## src/rtl/hud_text_buffer.sv

```systemverilog
// Character-cell buffer for the HUD text overlay: 16x16 cells of 7-bit codes,
// cleared after reset, HP string rendered into HP_ROW, plus a valid/ready
// write port for game logic.
// Latency: char_code is the cell addressed by char_xy on the previous edge.
// Backpressure: wr_ready drops during clear/render and as soon as hp_in
// differs from the displayed value, so the master holds wr_valid.
//
// Ports:
//   clk, rst      pixel clock, asynchronous active-low reset
//   char_xy       read coordinate {row, column}; char_code one cycle later
//   hp_in         hit points 0..15, rendered as "HP" + space + two digits
//   wr_valid/wr_ready/wr_xy/wr_char   external cell write handshake
//   busy          clear or render in progress (or about to start)
module hud_text_buffer #(
  parameter logic [6:0] CLEAR_CHAR = 7'h20,
  parameter logic [3:0] HP_ROW     = 4'd0
) (
  input  logic       clk,
  input  logic       rst,
  input  logic [7:0] char_xy,
  output logic [6:0] char_code,
  input  logic [3:0] hp_in,
  input  logic       wr_valid,
  output logic       wr_ready,
  input  logic [7:0] wr_xy,
  input  logic [6:0] wr_char,
  output logic       busy
);

  typedef enum logic [1:0] {S_CLEAR, S_IDLE, S_RENDER} state_t;

  state_t     state, state_n;
  logic [7:0] idx, idx_n;
  logic [2:0] step, step_n;
  logic [3:0] hp_lat, hp_lat_n;
  logic [3:0] hp_shown, hp_shown_n;
  logic       hp_shown_valid, hp_shown_valid_n;
  logic       busy_q, rdy_q;
  logic       pend;
  logic       we;
  logic [7:0] waddr;
  logic [6:0] wdata;
  logic [3:0] ones;

  logic [6:0] mem [0:255];

  // A pending HP change is visible in the same cycle it appears, so it masks
  // the registered ready flag immediately and the render wins over a write
  // presented on that cycle.
  assign pend     = (state == S_IDLE) && (!hp_shown_valid || (hp_in != hp_shown));
  assign busy     = busy_q | pend;
  assign wr_ready = rdy_q & ~pend;

  // Ones digit: hp is at most 15, so one compare-and-subtract replaces mod 10.
  assign ones = (hp_lat >= 4'd10) ? (hp_lat - 4'd10) : hp_lat;

  always_comb begin
    state_n          = state;
    idx_n            = idx;
    step_n           = step;
    hp_lat_n         = hp_lat;
    hp_shown_n       = hp_shown;
    hp_shown_valid_n = hp_shown_valid;
    we               = 1'b0;
    waddr            = 8'h00;
    wdata            = 7'h00;
    case (state)
      S_CLEAR: begin
        we    = 1'b1;
        waddr = idx;
        wdata = CLEAR_CHAR;
        idx_n = idx + 8'd1;
        if (idx == 8'hFF) begin
          state_n          = S_IDLE;
          hp_shown_valid_n = 1'b0;
        end
      end
      S_IDLE: begin
        if (pend) begin
          hp_lat_n = hp_in;
          step_n   = 3'd0;
          state_n  = S_RENDER;
        end else if (wr_valid && wr_ready) begin
          we    = 1'b1;
          waddr = wr_xy;
          wdata = wr_char;
        end
      end
      S_RENDER: begin
        we    = 1'b1;
        waddr = {HP_ROW, 1'b0, step};
        case (step)
          3'd0:    wdata = 7'h48;
          3'd1:    wdata = 7'h50;
          3'd2:    wdata = 7'h20;
          3'd3:    wdata = (hp_lat >= 4'd10) ? 7'h31 : 7'h20;
          default: wdata = 7'h30 + {3'b000, ones};
        endcase
        if (step == 3'd4) begin
          hp_shown_n       = hp_lat;
          hp_shown_valid_n = 1'b1;
          state_n          = S_IDLE;
        end else begin
          step_n = step + 3'd1;
        end
      end
      default: state_n = S_CLEAR;
    endcase
  end

  always_ff @(posedge clk or negedge rst) begin
    if (!rst) begin
      state          <= S_CLEAR;
      idx            <= 8'h00;
      step           <= 3'd0;
      hp_lat         <= 4'd0;
      hp_shown       <= 4'd0;
      hp_shown_valid <= 1'b0;
      busy_q         <= 1'b1;
      rdy_q          <= 1'b0;
      char_code      <= CLEAR_CHAR;
    end else begin
      state          <= state_n;
      idx            <= idx_n;
      step           <= step_n;
      hp_lat         <= hp_lat_n;
      hp_shown       <= hp_shown_n;
      hp_shown_valid <= hp_shown_valid_n;
      busy_q         <= (state_n != S_IDLE);
      rdy_q          <= (state_n == S_IDLE) && hp_shown_valid_n;
      // Cell contents are not trustworthy until the clear has swept them.
      char_code      <= (state == S_CLEAR) ? CLEAR_CHAR : mem[char_xy];
    end
  end

  // Storage is not reset; the clear sequence rewrites every cell. Reading and
  // writing the same cell on one edge returns the old contents.
  always_ff @(posedge clk) begin
    if (we) mem[waddr] <= wdata;
  end

endmodule

```

## config.mk

```make
export PLATFORM = sky130hd
export DESIGN_NAME = hud_text_buffer
export DESIGN_NICKNAME = d
export VERILOG_FILES = /design/src/rtl/hud_text_buffer.sv
export SDC_FILE = /design/constraint.sdc
export NUM_CORES = 2
export LEC_CHECK = 0
export CORE_MARGIN = 1
export CORE_UTILIZATION = 55
export CTS_CLUSTER_DIAMETER = 200
export DETAILED_ROUTE_END_ITERATION = 10
export PLACE_DENSITY = 0.71
export SLEW_MARGIN = 25
export SYNTH_ARGS = -nofsm -noshare
export SYNTH_HDL_FRONTEND = slang
export SYNTH_SLANG_ARGS = --single-unit
export TNS_END_PERCENT = 10
```

## constraint.sdc

```tcl
create_clock -name clk -period 23.6 [get_ports clk]
set_input_delay 2.36 -clock clk [delete_from_list [all_inputs] [get_ports clk]]
set_output_delay 2.36 -clock clk [all_outputs]
set_load 0.02 [all_outputs]
```

== Word-level counts from Yosys, hierarchy flattened ==
Memories as Yosys holds them, arrays and structs flattened.
Cells that the tools add are included.
W data, S select, Z words.
Word-level totals
  register bits: 31
  RAM bits: 1792
  input port bits: 30
  output and inout bits: 9
  word-level logic and storage cells: 67
  memories kept: 1
Operators by class
  $add $sub $neg: 4
  magnitude comparators: 1
  eq/ne operators: 12
  mux-type cells: 25
  bitwise gates (word level): 3
  reduce and logical (&&, ||, !) cells: 12
Memories
  mem: words 256, width 7, read ports 1, clocked after memory_dff 0, wr ports 1, RTL line 45  | logic [6:0] mem [0:255];
Operators with widths (number)
  $pmux W7 S4: 1
  $pmux W8 S3: 1
  $mux W7: 3
  $pmux W7 S3: 1
  $mux W8: 2
  $add A8 B1 Y8 const B: 1
  $eq A8 B8 Y1 const B: 1
  $add A6 B4 Y7 const A: 1
  $eq A3 B2 Y1 const B: 2
  $mux W1: 6
  $mux W2: 3
  $mux W3: 2
  $pmux W2 S3: 1
  $pmux W3 S2: 1
  $mux W5: 1
  $eq A2 B1 Y1 const B: 2
  $ge A4 B4 Y1 const B: 1
  $mux W4: 1
  $ne A2 B2 Y1 const B: 2
  $ne A4 B4 Y1: 1
  $pmux W1 S2: 2
  $reduce_and A2 Y1: 2
  $sub A4 B4 Y4 const B: 1
  $add A3 B1 Y3 const B: 1
  15 further kinds: 17

== Depth between registers and ports, before layout ==
  depth in word-level cells: 11
  mapped depth: 12
  depth with buffers taken out: 6

== Least setup slack after synthesis ==
OpenSTA, ideal clock, no wires.
  path type: input port to flip-flop
  start: input port hp_in[2]
  end: memory mem[0][4] (data pin)
  setup time: 1.628 ns
  arrival: 10.257 ns
  data required time: 21.972 ns
  slack: 11.715 ns
  cell stages on the path: 6
  path buffers: 1
  cells stage by stage: xnor2_1 > nand3_2 > nor4_4 > buf_2 > nand2_1 > a22oi_1
On the way
  cells in the longest elaborated chain, start to end: 9
RTL lines
  start, declared: RTL line 22  | input logic [3:0] hp_in,
  $ne A4 B4 Y1 *: RTL line 50  | assign pend = (state == S_IDLE) && (!hp_shown_valid || (hp_in != hp_shown));
  $logic_or A1 B1 Y1 *: RTL line 50
  $logic_and A1 B1 Y1 *: RTL line 50
  $not A1 Y1: RTL line 52  | assign wr_ready = rdy_q & ~pend;
  $and A1 B1 Y1: RTL line 52
  $logic_and A1 B1 Y1: RTL line 83  | end else if (wr_valid && wr_ready) begin
  $mux W7: RTL line 83
  $mux W7 *: RTL line 79  | if (pend) begin
  $pmux W7 S3 *: RTL line 67  | case (state)
  net wdata[4]: RTL line 42  | logic [6:0] wdata;
  end, declared: RTL line 45
Mark *: on every way through the listed nets, which the timed path passes. The rest lies on a longest branch.

== Worst setup path after layout ==
  start: input port hp_in[1]
  end: output port wr_ready
On the way
  cells in the longest elaborated chain, start to end: 5
RTL lines
  $ne A4 B4 Y1: RTL line 50
  $logic_or A1 B1 Y1: RTL line 50
  $logic_and A1 B1 Y1: RTL line 50
  $not A1 Y1: RTL line 52
  $and A1 B1 Y1: RTL line 52
  end, declared: RTL line 24  | output logic wr_ready,
Every way passes these cells.

==> metrics <==
Req. time, crit path=21.24 ns; Hold EP=hp_shown_valid$_DFF_PN0_; Crit Path Category=in -> out; Post-Route WL=181,000 um; DR iter-0 viols=5,461; first-pass detailed-route iteration total=6; FF-to-FF setup slack=18.97 ns; final clock skew=0.0218 ns; CTS tree=yes; EDFF count, synth=1,792; first-pass GRT wire length=260,000 um; DPL Wire Length=108,000 um; Post-CTS Resized=0; Routed WL per cell=32.7 um; Seq/Total Area, Yosys=75.7%; Synth Register Bits=1,823; area grow syn2layout=10.0%; Syn Inst Count=3,581; antenna cells=0; Post-Syn Area per Cell=20.1 um2; Worst-Skew Late Latency=0.80 ns; # nets final=3,685; Hold Vio Cnt, Final=0; reg-to-reg critical path startpoint=state[1]$_DFF_PN0_; most common cell after layout, fill and taps aside=edfxtp_1; Final WS setup=16.66 ns; GRT Overall Usage=27.6%; clk sinks=1,823; core area=130,000 um2; hold_sp=hp_shown_valid$_DFF_PN0_; Peak Freq=144 MHz; Worst Hold Depth=2; Clock Tree Buf Depth=3; crit end category=output pin; Die W=364 um; Startpoint Class=input port; post-synth cell types=80; yosys warns=0; syn_nets=3,617; largest net degree at the start of global routing=186; non-filler cells, final=5,530; I/O pin count=39; area of the multi-input gates=16,100 um2; reg2reg end=mem[135][3]$_DFFE_PP_; routed vias=36,900; Worst Max-Slew Pin Slew=1.13 ns; dpl ws=16.04 ns; layout cells sized above 1=19.9%; Final ANT Viol Nets=0; Worst slew margin=24.1%; vias in the first global route=36,500; Worst-path clk slew=0.06 ns; ys async rst share=1.70%; Die Ht=364 um; initial core utilization=55.6%; Placed Cells=5,213; Period Utilization, post-route=29.4%; Max Cap Viol=0; worst reg-to-reg path cell count=6; most common flop cell mapped by yosys=edfxtp_1; H-tree depth=4; status=complete, no violations; vias per cell=6.67; # port buffers=38; CP arrival=4.58 ns; grt total ovfl=0; Hold Crit Class=reg -> reg; routability cong.=0.895; Tmin final=6.94 ns; Clock Root Buffer=clkbuf_16; TritonCTS buffer count=174; worst vdd ir=75.5 uV; fin. max-slew vios=0; most frequent cells in the layout=1,792 x edfxtp_1, 359 x mux4_2, 267 x nor2_1, 224 x mux2i_1, 178 x clkbuf_16; RSZ-0062 raised after global routing=false; FF+latch area=54,600 um2; Fillers=8,997; row cnt=132; Hold Buf Count CTS=0; DIE AREA=133,000 um2; Worst Path Max Fanout=9; final setup violation count=0; Post-CTS Setup Repair Bufs=0; leakage power=20.2 nW; initial antenna violation count=12; TNS Setup=0 ns; Cell Pwr Density=80.1 nW/um2; Power Total=0.00636 W; netlist area before placement=72,200 um2; DRC viols=0
==> critical path, stage by stage <==
cell             delay, ns
clkdlybuf4s50_1       0.49
xnor2_1               0.15
nand3_2               0.15
or2_2                 0.34
nand2b_1              0.30
and2_1                0.19
clkdlybuf4s50_1       0.60
==> state kept, by name, summed over array words and instances (netlist names) <==
signal and flops:
hp_shown 4, hp_lat 4, rdy_q 1, state 2
hp_shown_valid 1, mem 1792, step 3, char_code 7
idx 8, busy_q 1
==> Yosys cell counts, types with 5 or more instances <==
cell type  count  share of area (%)
edfxtp_1    1792                 75
mux4_2       359                 11
nor2_1       268                1.4
mux2i_1      224                3.1
nand2_1       89               0.46
o221ai_1      84                1.0
clkbuf_1      77               0.40
a21oi_1       65               0.45
buf_2         55               0.38
o22ai_1       55               0.48
o21ai_0       41               0.28
nand3_1       35               0.24
dfrtp_1       29                1.0
a22oi_1       27               0.28
buf_8         26               0.54
buf_4         24               0.25
buf_6         23               0.36
mux2_2        20               0.31
nand4_1       18               0.16
nor2_2        18               0.16
a221oi_1      17               0.21
nand2b_1      16               0.14
inv_1         14              0.073
nor3_1        14              0.097
a211oi_1      11               0.11
o211ai_1      10               0.10
xnor2_1       10               0.12
a22o_1         8              0.097
and3_1         8              0.069
nor2b_1        8              0.069
or3_1          8              0.069
a2111oi_0      6              0.073
a31oi_1        6              0.052
buf_1          6              0.031
buf_12         6               0.17
ha_1           6               0.10
nand3b_1       6              0.062
or2_2          6              0.052
and2_1         5              0.043
nand4b_1       5              0.061
nor4_1         5              0.043
o31ai_1        5              0.052
==> power by group <==
part | switching [W] | total, W | internal [W]
Combinational | 0.000116 | 0.000173 | 0.0000574
Clock | 0.00119 | 0.00269 | 0.00150
Sequential | 0.000000419 | 0.00350 | 0.00350
==> cells by family after synthesis <==
| family | Yosys count | synth area share, % |
|---|---|---|
| flip-flops | 1823 | 75.7 |
| XOR/XNOR | 11 | 0.134 |
| AND/OR/NAND/NOR | 523 | 3.37 |
| multiplexers | 606 | 14.7 |
| buffers and inverters | 234 | 2.23 |
| AO/OA/AOI/OAI | 378 | 3.76 |
| adder cells (fa/ha/maj) | 6 | 0.104 |
==> how the worst max path moves through the flow <==
stage,from,end,slack [ns],cells past startpoint
global placement,char_xy[0],char_code[6]$_DFF_PN0_,16.10,9
finish,hp_in[1],wr_ready,16.66,7
CTS,hp_in[1],wr_ready,16.64,7
detailed placement,char_xy[0],char_code[5]$_DFF_PN1_,16.04,10
floorplan,hp_in[2],mem[0][4]$_DFFE_PP_,11.72,6
global route,char_xy[0],char_code[5]$_DFF_PN1_,16.52,10
==> stage by stage <==
step / hold slack (ns) / area [um2] / utilization, %
6_report: 0.520 / 79400 / 61.1
5_1_grt: 0.545 / 79400 / 61.1
4_1_cts: 0.523 / 79300 / 61.1
3_5_place_dp: 0.515 / 73900 / 56.9
3_3_place_gp: 0.508 / 73800 / 56.9
2_1_floorplan: 0.470 / 72200 / -
==> metal layers <==
layer	part of all wire (%)	vias to the layer above	track usage, %
met2	47	2246	42.5
met5	0.015	-	0
met4	3.9	4	10.4
li1	-	15000	-
met1	38	19300	39.5
met3	11	344	5.39
==> area by class of cell <==
| type | instances | area share [%] |
|---|---|---|
| clock buffers | 226 | 5.90 |
| repair buffers | 110 | 1.26 |
| well taps | 1742 | 2.75 |
| clock inverters | 89 | 0.963 |
| flip-flops and latches | 1823 | 68.8 |
| multi-input cells | 1524 | 20.3 |
| inverters | 16 | 0.0804 |
Note: power is estimated with default switching activity, not from simulation.
